===== config.mk =====
export PLATFORM = sky130hd
export DESIGN_NAME = mem_arbiter
export DESIGN_NICKNAME = d
export VERILOG_FILES = /design/src/rtl/mem_arbiter.sv
export SDC_FILE = /design/constraint.sdc
export NUM_CORES = 1
export LEC_CHECK = 0
export CORE_AREA = 4 4 101 103
export CTS_CLUSTER_DIAMETER = 60
export DETAILED_ROUTE_END_ITERATION = 8
export DIE_AREA = 0 0 105 107
export PLACE_DENSITY = 0.68
export SYNTH_ARGS = -nofsm -noshare
export SYNTH_HDL_FRONTEND = slang
export SYNTH_SLANG_ARGS = --single-unit

===== constraint.sdc =====
create_clock -name CLK -period 1.76 [get_ports CLK]
set_input_delay 0.528 -clock CLK [delete_from_list [all_inputs] [get_ports CLK]]
set_output_delay 0.528 -clock CLK [all_outputs]
set_load 0.02 [all_outputs]

===== src/rtl/mem_arbiter.sv =====
// Shared RAM port arbiter between the icache miss path and the dcache miss/writeback path.
// Dcache wins arbitration unless the icache has been starved for STARVE_LIMIT dcache transfers.
module mem_arbiter #(
    parameter int STARVE_LIMIT = 4,
    parameter int WORD_W       = 32
) (
    input  logic              CLK,
    input  logic              nRST,
    // icache side
    input  logic              iREN,
    input  logic [WORD_W-1:0] iaddr,
    output logic              iwait,
    output logic [WORD_W-1:0] iload,
    // dcache side
    input  logic              dREN,
    input  logic              dWEN,
    input  logic [WORD_W-1:0] daddr,
    input  logic [WORD_W-1:0] dstore,
    output logic              dwait,
    output logic [WORD_W-1:0] dload,
    // RAM side
    output logic              ramREN,
    output logic              ramWEN,
    output logic [WORD_W-1:0] ramaddr,
    output logic [WORD_W-1:0] ramstore,
    input  logic [WORD_W-1:0] ramload,
    input  logic [1:0]        ramstate
);

    localparam int CNT_W = $clog2(STARVE_LIMIT + 1);
    localparam logic [CNT_W-1:0] LIMIT      = CNT_W'(STARVE_LIMIT);
    localparam logic [1:0]       RAM_ACCESS = 2'd2;

    typedef enum logic [1:0] {
        IDLE    = 2'd0,
        SERVE_I = 2'd1,
        SERVE_D = 2'd2
    } state_t;

    state_t           state_q, state_d;
    logic [CNT_W-1:0] starve_q, starve_d;

    logic dreq;
    logic starved;
    logic access;

    assign dreq    = dREN | dWEN;
    assign starved = (starve_q == LIMIT) && iREN;
    assign access  = (ramstate == RAM_ACCESS);

    // Async reset makes the RAM enables drop the moment nRST falls, since outputs decode state_q.
    always_ff @(posedge CLK or negedge nRST) begin
        if (!nRST) begin
            state_q  <= IDLE;
            starve_q <= '0;
        end else begin
            state_q  <= state_d;
            starve_q <= starve_d;
        end
    end

    always_comb begin
        state_d  = state_q;
        starve_d = starve_q;
        iwait    = 1'b1;
        dwait    = 1'b1;
        iload    = '0;
        dload    = '0;
        ramREN   = 1'b0;
        ramWEN   = 1'b0;
        ramaddr  = '0;
        ramstore = '0;

        case (state_q)
            IDLE: begin
                if (dreq && !starved) begin
                    state_d = SERVE_D;
                end else if (iREN) begin
                    state_d  = SERVE_I;
                    starve_d = '0;
                end
            end

            SERVE_D: begin
                // A simultaneous read and write is treated as a write.
                ramWEN   = dWEN;
                ramREN   = dREN & ~dWEN;
                ramaddr  = daddr;
                ramstore = dstore;
                dload    = ramload;
                if (access) begin
                    dwait   = 1'b0;
                    state_d = IDLE;
                    if (iREN && (starve_q != LIMIT)) begin
                        starve_d = starve_q + CNT_W'(1);
                    end
                end else if (!dreq) begin
                    state_d = IDLE;
                end
            end

            SERVE_I: begin
                ramREN  = iREN;
                ramaddr = iaddr;
                iload   = ramload;
                if (access) begin
                    iwait   = 1'b0;
                    state_d = IDLE;
                end else if (!iREN) begin
                    state_d = IDLE;
                end
            end

            default: begin
                state_d = IDLE;
            end
        endcase
    end

endmodule


* Word-level counts from Yosys, hierarchy flattened
Index checks and enable logic that the tools add are counted.
** Word-level totals
- ROM bits :: 0
- Memories kept :: 0
- Latch bits :: 0
- Bits of input ports :: 135
- Word-level logic and storage cells :: 47
- Output and inout port bits :: 132
- Register bits after elaboration :: 5
- RAM bits :: 0
** Cells by class
- Multiply operators :: 0
- Div/mod/pow operators :: 0
- Multiplexer cells :: 21
- Shifts and indexed selects :: 0
- Equality and inequality tests :: 12
- $add $sub $neg :: 1
- Order comparisons :: 0
- Reduce and logical (&&, ||, !) cells :: 8
- Bitwise gates (word level) :: 3
** Operator list (number)
- 32-bit two-way mux :: 3
- 32-bit case mux with 2 select lines :: 1
- 2-bit two-way mux :: 6
- 3-bit two-way mux :: 4
- 3-bit inequality test (second input constant) :: 4
- 2-bit inequality test (second input constant) :: 4
- 2-bit case mux with 3 select lines :: 1
- 3-bit case mux with 2 select lines :: 1
- 5-bit AND reduction :: 1
- 2-bit == test (second input constant) :: 2
- 1-bit two-way mux :: 4
- 3-bit by 1-bit adder with 3-bit output (second input constant) :: 1
- 3-bit == test (second input constant) :: 1
- 1-bit logical AND :: 3
- 3-bit AND reduction :: 1
- 2-bit by 1-bit == test with 1-bit output (second input constant) :: 1
- 2-bit zero test :: 1
- 1-bit case mux with 2 select lines :: 1
- 2-bit nonzero test :: 1
- 1-bit bitwise AND :: 1
- 1-bit zero test :: 1
- 1-bit inverter :: 1
- 1-bit OR :: 1

* Logic depth before layout (Yosys ltp)
Gate-level depths: netlist of run 1.
- Depth after elaboration :: 6
- Mapped depth :: 6
- Depth with buffers taken out :: 6

* Least setup slack after synthesis of run 1
OpenSTA, ideal clock, no wires.
- Path type :: register to output
- From :: reg state_q[1]
- To :: out ramaddr[11]
- Data required time :: 1.232 ns
- Cell stages (with the launch flop) :: 7
- Buffers on the path :: 2
- Arrival :: 1.396 ns
- Setup slack :: -0.164 ns
- Cell sequence :: dfrtp_1 inv_1 ha_1 buf_2 buf_2 a22oi_1 nor2b_1
** On the way
- Word-level cells in the longest chain between the ends :: 2
- Elaborated cells between the ends (all ways) :: 3
- Classes of those cells :: 2 x eq/ne; 1 x mux
** RTL lines
- start, declared :: RTL line 40 : state_t state_q, state_d;
- start signal, assigned :: RTL line 57 : state_q <= state_d;
- 2-bit by 1-bit == test with 1-bit output or 2-bit == test (tied branches) :: RTL line 74 : case (state_q)
- 32-bit case mux with 2 select lines (*) :: RTL line 74
- end, declared :: RTL line 24 : output logic [WORD_W-1:0] ramaddr,
Mark *: on every way between the ends. The rest lies on a longest branch, timed or not.

* Worst setup path in the final report of run 1
- From :: reg state_q[1]
- To :: out dload[22]
** On the way
- Word-level cells in the longest chain between the ends :: 2
** RTL lines
- 2-bit == test :: RTL line 74
- 32-bit two-way mux :: RTL line 74
- end, declared :: RTL line 20 : output logic [WORD_W-1:0] dload,
Every way passes these cells.

==> flow_metrics.py, run 1 <==
metrics = {
    "finish": {
        "antenna_cells": 0,
        "fin_util_pct": 61.4,
        "drive_gt1_share_pct": 65.3,
        "fill_cells": 770,
        "seq_area_sq_um": 125,
        "layout_commonest_cell": "clkdlybuf4s50_1",
        "final_cell_mix": "clkdlybuf4s50_1 (132), buf_6 (117), and2_4 (69), a22oi_2 (30), buf_4 (28)",
        "area_delta_synth_final_pct": 270,
        "multiInputGateArea_sq_mm": 0.00188,
        "nNetsFinal": 659,
    },
    "cts": {
        "cts-root-buf": "clkbuf_8",
        "cts_max_level": 1,
        "cts_hold_buf": 0,
        "clockBufferDepth": 2,
        "clk_pin_slew_worst_paths_ns": 0.04,
        "clock-sinks": 5,
        "cts_made_buffers": 3,
        "tritoncts": "built",
        "clk_latency_ns": 0.22,
    },
    "power_and_ir_drop": {
        "power_leakage_nw": 2.46,
        "p_total_mw": 7.56,
        "pwr_density_cell_mw_per_mm2": 1340,
        "ir_drop_mv": 0.508,
    },
    "logic_synthesis": {
        "ys_ff_latch": 5,
        "synth_nets": 367,
        "syn_inst": 227,
        "seq_area_frac_synth_pct": 8.19,
        "synth_area_leaders": "and2_1 (40%), a22oi_1 (16%), nor2b_1 (14%)",
        "ys_types": 24,
        "synth_warnings": 0,
        "synth_top_area_cell": "and2_1",
        "syn_area_sq_mm": 0.00153,
        "syn_avg_cell_area_sq_um": 6.73,
        "synth.top_cell.area_share_pct": 39.7,
    },
    "outcome": {
        "violations": "negative setup slack",
        "status": "finished, violations left",
    },
    "job": {
        "drv_cap": 0,
    },
    "die": {
        "num_rows": 35,
        "die_h_um": 107,
        "ioPinCount": 267,
        "design.die.area_sq_mm": 0.0112,
        "fp.coreArea_sq_mm": 0.00920,
        "die_w_um": 105,
        "initial_core_util_pct": 16.6,
    },
    "placed_design": {
        "dp_hpwl_mm": 8.44,
        "pre_cts_slack_ns": -0.623,
        "gp_congestion": 0.836,
        "io_buffers": 266,
    },
    "drt": {
        "wl_per_cell_um": 18.6,
        "vias_per_cell": 4.55,
        "firstDrtPassIters": 4,
        "num_vias": 2860,
        "first_iter_violations": 89,
        "drc": 0,
        "drtAntennaViolNets": 0,
        "wl_mm": 11.7,
    },
    "global_route": {
        "grt_usage_pct": 17.3,
        "grt_max_degree": 28,
        "grt_pass1_wl_mm": 15.5,
        "grt_pass1_vias": 2744,
        "grt.overflow.total": 0,
        "antenna_found_initial": 1,
    },
    "timing": {
        "worstMarginPinSlew_ns": 0.269,
        "finalCriticalPeriod_ns": 2.12,
        "finalCritPeriodShare_pct": 121,
        "hold_violations": 0,
        "hold_ws_ns": 0.522,
        "setup_viol": 134,
        "fmax_mhz": 471,
        "skew_ns": 0.000523,
        "drv_slew": 0,
        "grt_setup_unrepaired": "yes",
        "setup_slack_ns": -0.363,
        "slew_headroom_pct": 81.8,
    },
    "worst_setup_path": {
        "startpoint_type": "register",
        "regToRegStartpoint": "state_q[0]$_DFFE_PN0P_",
        "critPathCaptureType": "output pin",
        "worstSetupPathType": "reg2out",
        "crit_path_max_fanout": 13,
        "startpoint": "state_q[1]$_DFFE_PN0P_",
        "cp.required_ns": 1.23,
        "arrival_ns": 1.59,
    },
    "worst_hold_path": {
        "hp-class": "reg2reg",
        "hold_start": "starve_q[0]$_DFFE_PN0P_",
    },
}
[logic make-up (layout without fill, tap and decap cells)]
group | count (synthesis) | count (layout) | share of synthesized area [%]
adder cells (fa/ha/maj) | 5 | 5 | 4.10
flip-flops | 5 | 5 | 8.19
AND/OR/NAND/NOR | 144 | 144 | 58.4
multiplexers | 1 | 1 | 0.655
AO/OA/AOI/OAI | 45 | 45 | 21.1
buffers and inverters | 27 | 318 | 7.53
[layout make-up]
cell class / instances / area share (%)
Sequential cell: 5 / 2.21
Multi-Input combinational cell: 195 / 33.2
Timing Repair Buffer: 308 / 60.9
Clock buffer: 4 / 0.797
Tap cell: 111 / 2.46
Inverter: 6 / 0.399
[per-layer routing]
layer | wire [um] | global-route usage, % | vias up
met5 | 13 | 0 | -
met4 | 189 | 4.31 | 2
met3 | 850 | 5.18 | 17
met2 | 6320 | 32.3 | 143
met1 | 4330 | 19.0 | 1354
li1 | - | - | 1344
[power breakdown]
part	internal (mW)	switching, mW	leakage [nW]
combinational	4.08	3.07	2.37
sequential	0.158	0.0419	0.0650
clock	0.156	0.0571	0.0228
total	4.39	3.17	2.46
[critical path: stages (launching register included)]
cell,delay (ns)
dfrtp_1,0.39
buf_6,0.13
ha_4,0.22
buf_4,0.16
clkbuf_16,0.16
and2_2,0.17
buf_2,0.16
[flip-flops by register name (all words and copies together), names as in the netlist]
register	count
state_q	2
starve_q	3
[worst paths after layout]
check                                          endpoint  slack, ns  cells past startpoint
worst min-delay path            starve_q[0]$_DFFE_PN0P_       0.52                      1
worst max-delay path                          dload[22]      -0.36                      6
worst max register to register  starve_q[1]$_DFFE_PN0P_          0                      8
worst min register to register  starve_q[0]$_DFFE_PN0P_       0.52                      1
max in group asynchronous        state_q[1]$_DFFE_PN0P_       1.03                      1
min in group asynchronous       starve_q[1]$_DFFE_PN0P_       0.54                      1
[cells in the mapped netlist]
library cell  count
a21boi_1          1
a21oi_1           2
a22oi_1          32
a31oi_1           1
and2_1           97
and4b_1           1
buf_2             5
buf_6             1
clkbuf_1         15
dfrtp_1           5
ha_1              5
inv_1             6
mux2i_1           1
nand2_1           5
nand3_1           2
nand3b_1          2
nand4b_1          1
nor2_1            2
nor2b_1          33
nor4b_1           1
o21ai_0           1
o21ai_1           4
o21bai_1          1
o311ai_1          3
[timing repair]
item,CTS,global route
pin swaps,1,12
setup buffers,5,8
resized for setup,626,305
cloned,5,8
endpoints found under the setup margin,132,136
[per-stage QoR]
stage / instance area, sq um / setup TNS (ns) / instances
4_1_cts: 4750 / -36.60 / 615
3_5_place_dp: 4590 / -71.32 / 601
5_1_grt: 5650 / -44.09 / 629
6_report: 5650 / -35.29 / 629
2_1_floorplan: 1700 / -0.158 / 227
3_3_place_gp: 4590 / -68.81 / 601
Note: power is estimated with default switching activity, not from simulation.
==> inputs of run 2 (changes only) <==
CORE_AREA = 2 2 104 106   (was 4 4 101 103)
DIE_AREA = 0 0 106 108   (was 0 0 105 107)
PLACE_DENSITY = default   (was 0.68)
==> run 2 against run 1 <==
The flow still finishes with violations (negative setup slack). Global-route usage up 1.0 points. Wire length down 1.1%. Critical path depth up 1. Register-to-register slack about the same. Non-clock buffer count up 2. Via count down 2.6%. Die area up 1.9%. Count of clock-buffer cells in the layout unchanged. Critical endpoint is now ramaddr[7].
==> flow_metrics.py, run 2 (synthesized netlist as in run 1, its figures left out) <==
metrics = {
    "global_route": {
        "met2_usage_pct": 36.5,
        "grt.overflow.total": 0,
        "antenna_found_initial": 0,
        "grt_pass1_wl_mm": 16.3,
        "grt-busiest-layer": "met2",
        "grt_pass1_vias": 2865,
        "grt_max_degree": 37,
        "grt_usage_pct": 18.3,
        "grt_use_met3_pct": 3.44,
        "use_met1_pct": 19.8,
    },
    "worst_setup_path": {
        "critPathCaptureType": "output pin",
        "slowest_delay_ns": 0.39,
        "crit_buf_inv": 4,
        "arrival_ns": 1.61,
        "worst_path_max_delay_cell": "dfrtp_1",
        "regToRegStartpoint": "state_q[0]$_DFFE_PN0P_",
        "worstRegToRegCells": 9,
        "worst-path-stages": 7,
        "cpLargestDelayFamily": "buffers and inverters",
        "worstSetupPathType": "reg2out",
        "reg2reg_to": "starve_q[2]$_DFFE_PN0P_",
        "cp_cell_sequence": "buf_6 > ha_4 > buf_6 > buf_16 > a22oi_2 > nor2b_2 > buf_6",
        "cp_common_cell": "buf_6",
        "startpoint_type": "register",
        "cp.required_ns": 1.23,
        "r2r_slack_ns": 0.01,
        "crit_path_max_fanout": 8,
    },
    "cts": {
        "clk_latency_ns": 0.23,
        "clockBufferDepth": 2,
        "clock-sinks": 5,
        "clk_pin_slew_worst_paths_ns": 0.04,
        "cts_hold_buf": 0,
        "cts_made_buffers": 3,
        "cts_max_level": 1,
        "tritoncts": "built",
        "cts-root-buf": "clkbuf_8",
    },
    "timing": {
        "finalCriticalPeriod_ns": 2.14,
        "finalCritPeriodShare_pct": 121,
        "skew_ns": 0.00134,
        "hold_violations": 0,
        "drv_slew": 0,
        "setup_slack_ns": -0.378,
        "slew_headroom_pct": 69.2,
        "setup_viol": 132,
        "fin_tns_setup_ns": -34.90,
        "worstMarginPinSlew_ns": 0.461,
        "grt_setup_unrepaired": "yes",
        "fmax_mhz": 468,
    },
    "job": {
        "drv_cap": 0,
    },
    "finish": {
        "fin_util_pct": 54.0,
        "multiInputGateArea_sq_mm": 0.00179,
        "fill_cells": 922,
        "largest_reg_flops": 3,
        "reg.largest.list": "starve_q (3), state_q (2)",
        "fin_cells": 656,
        "final_cell_mix": "clkdlybuf4s50_1 (131), buf_6 (108), and2_4 (52), buf_4 (41), and2_2 (32)",
        "largest-register": "starve_q",
        "antenna_cells": 0,
        "area_delta_synth_final_pct": 261,
        "layout_commonest_cell": "clkdlybuf4s50_1",
        "fin_area_sq_mm": 0.00552,
        "drive_gt1_share_pct": 65.4,
        "seq_area_sq_um": 125,
        "nNetsFinal": 661,
    },
    "power_and_ir_drop": {
        "combPwrFrac_pct": 94.0,
        "power_leakage_nw": 2.38,
        "swShare_pct": 43.2,
        "clkPwrFrac_pct": 3.1,
        "ir_drop_mv": 0.941,
        "switching_power_mw": 3.12,
        "internal_power_mw": 4.11,
        "pwr_density_cell_mw_per_mm2": 1310,
        "pwr-share-seq_pct": 2.9,
    },
    "drt": {
        "vias_per_cell": 4.25,
        "drc": 0,
        "wl_per_cell_um": 17.6,
        "num_vias": 2786,
        "first_iter_violations": 81,
        "drtAntennaViolNets": 0,
        "firstDrtPassIters": 4,
        "wl_mm": 11.6,
    },
    "die": {
        "design.die.area_sq_mm": 0.0114,
        "ioPinCount": 267,
        "initial_core_util_pct": 14.9,
        "die_w_um": 106,
        "num_rows": 37,
        "die_h_um": 108,
        "fp.coreArea_sq_mm": 0.0102,
    },
    "outcome": {
        "violations": "negative setup slack",
        "status": "finished, violations left",
    },
    "placed_design": {
        "dp_hpwl_mm": 8.46,
        "gp_congestion": 0.811,
        "dp_cells": 627,
        "placed_area_sq_mm": 0.00462,
        "io_buffers": 266,
        "pre_cts_slack_ns": -0.684,
    },
    "worst_hold_path": {
        "hp-class": "in2async",
    },
}
-- run 2: what timing repair did --
item | in CTS | in global routing
setup endpoints to repair | 135 | 137
buffers inserted | 7 | 9
cloned | 9 | 1
resized for setup | 715 | 124
pin swaps | 9 | 9
-- run 2: worst max path at each step --
stage	slack, ns	end	from
after global routing	-0.43	ramaddr[29]	state_q[1]$_DFFE_PN0P_
after global placement	-0.63	ramREN	dWEN
final	-0.38	ramaddr[7]	state_q[0]$_DFFE_PN0P_
after CTS	-0.40	ramaddr[7]	state_q[0]$_DFFE_PN0P_
after floorplan	-0.02	ramaddr[14]	state_q[0]$_DFFE_PN0P_
after detailed placement	-0.68	ramREN	dWEN
-- run 2: layout make-up --
| cell class | instances | share of cell area (%) |
|---|---|---|
| Timing Repair Buffer | 310 | 61.0 |
| Multi-Input combinational cell | 195 | 32.5 |
| Tap cell | 136 | 3.08 |
| Sequential cell | 5 | 2.27 |
| Clock buffer | 4 | 0.816 |
| Inverter | 6 | 0.408 |
-- run 2: worst reg2reg max path: stages (launching register included) --
cell and delay [ns]:
dfrtp_1 0.39, inv_2 0.12, ha_4 0.21, buf_6 0.14, buf_6 0.09, buf_6 0.09
and4b_2 0.26, nand3_4 0.12, o311ai_2 0.10, nand3_1 0.11
-- run 2: power groups by stage --
stage	clock network, mW	logic [mW]	registers, mW
finish	0.223	6.80	0.207
global route	0.237	7.16	0.217
CTS	0.227	6.30	0.205
detailed placement	0	5.03	0.197
global placement	0	5.00	0.193
floorplan	0	2.67	0.186
-- run 2: metal layers --
metal / vias up / wire length [um]
met5: - / 0
met3: 12 / 835
li1: 1346 / -
met1: 1297 / 4170
met2: 131 / 6350
met4: 0 / 216
-- run 2: per-stage QoR --
| step | hold slack, ns | power [mW] |
|---|---|---|
| after global routing | 0.543 | 7.61 |
| after detailed placement | 0.519 | 5.23 |
| final | 0.534 | 7.23 |
| after global placement | 0.502 | 5.20 |
| after floorplan | 0.232 | 2.86 |
| after CTS | 0.519 | 6.73 |
==> inputs of run 3 (changes only) <==
ABC_CLOCK_PERIOD_IN_PS = 1760   (was default)
==> results of run 3 <==
Final layout, timing and power as in run 2 (identical DEF).
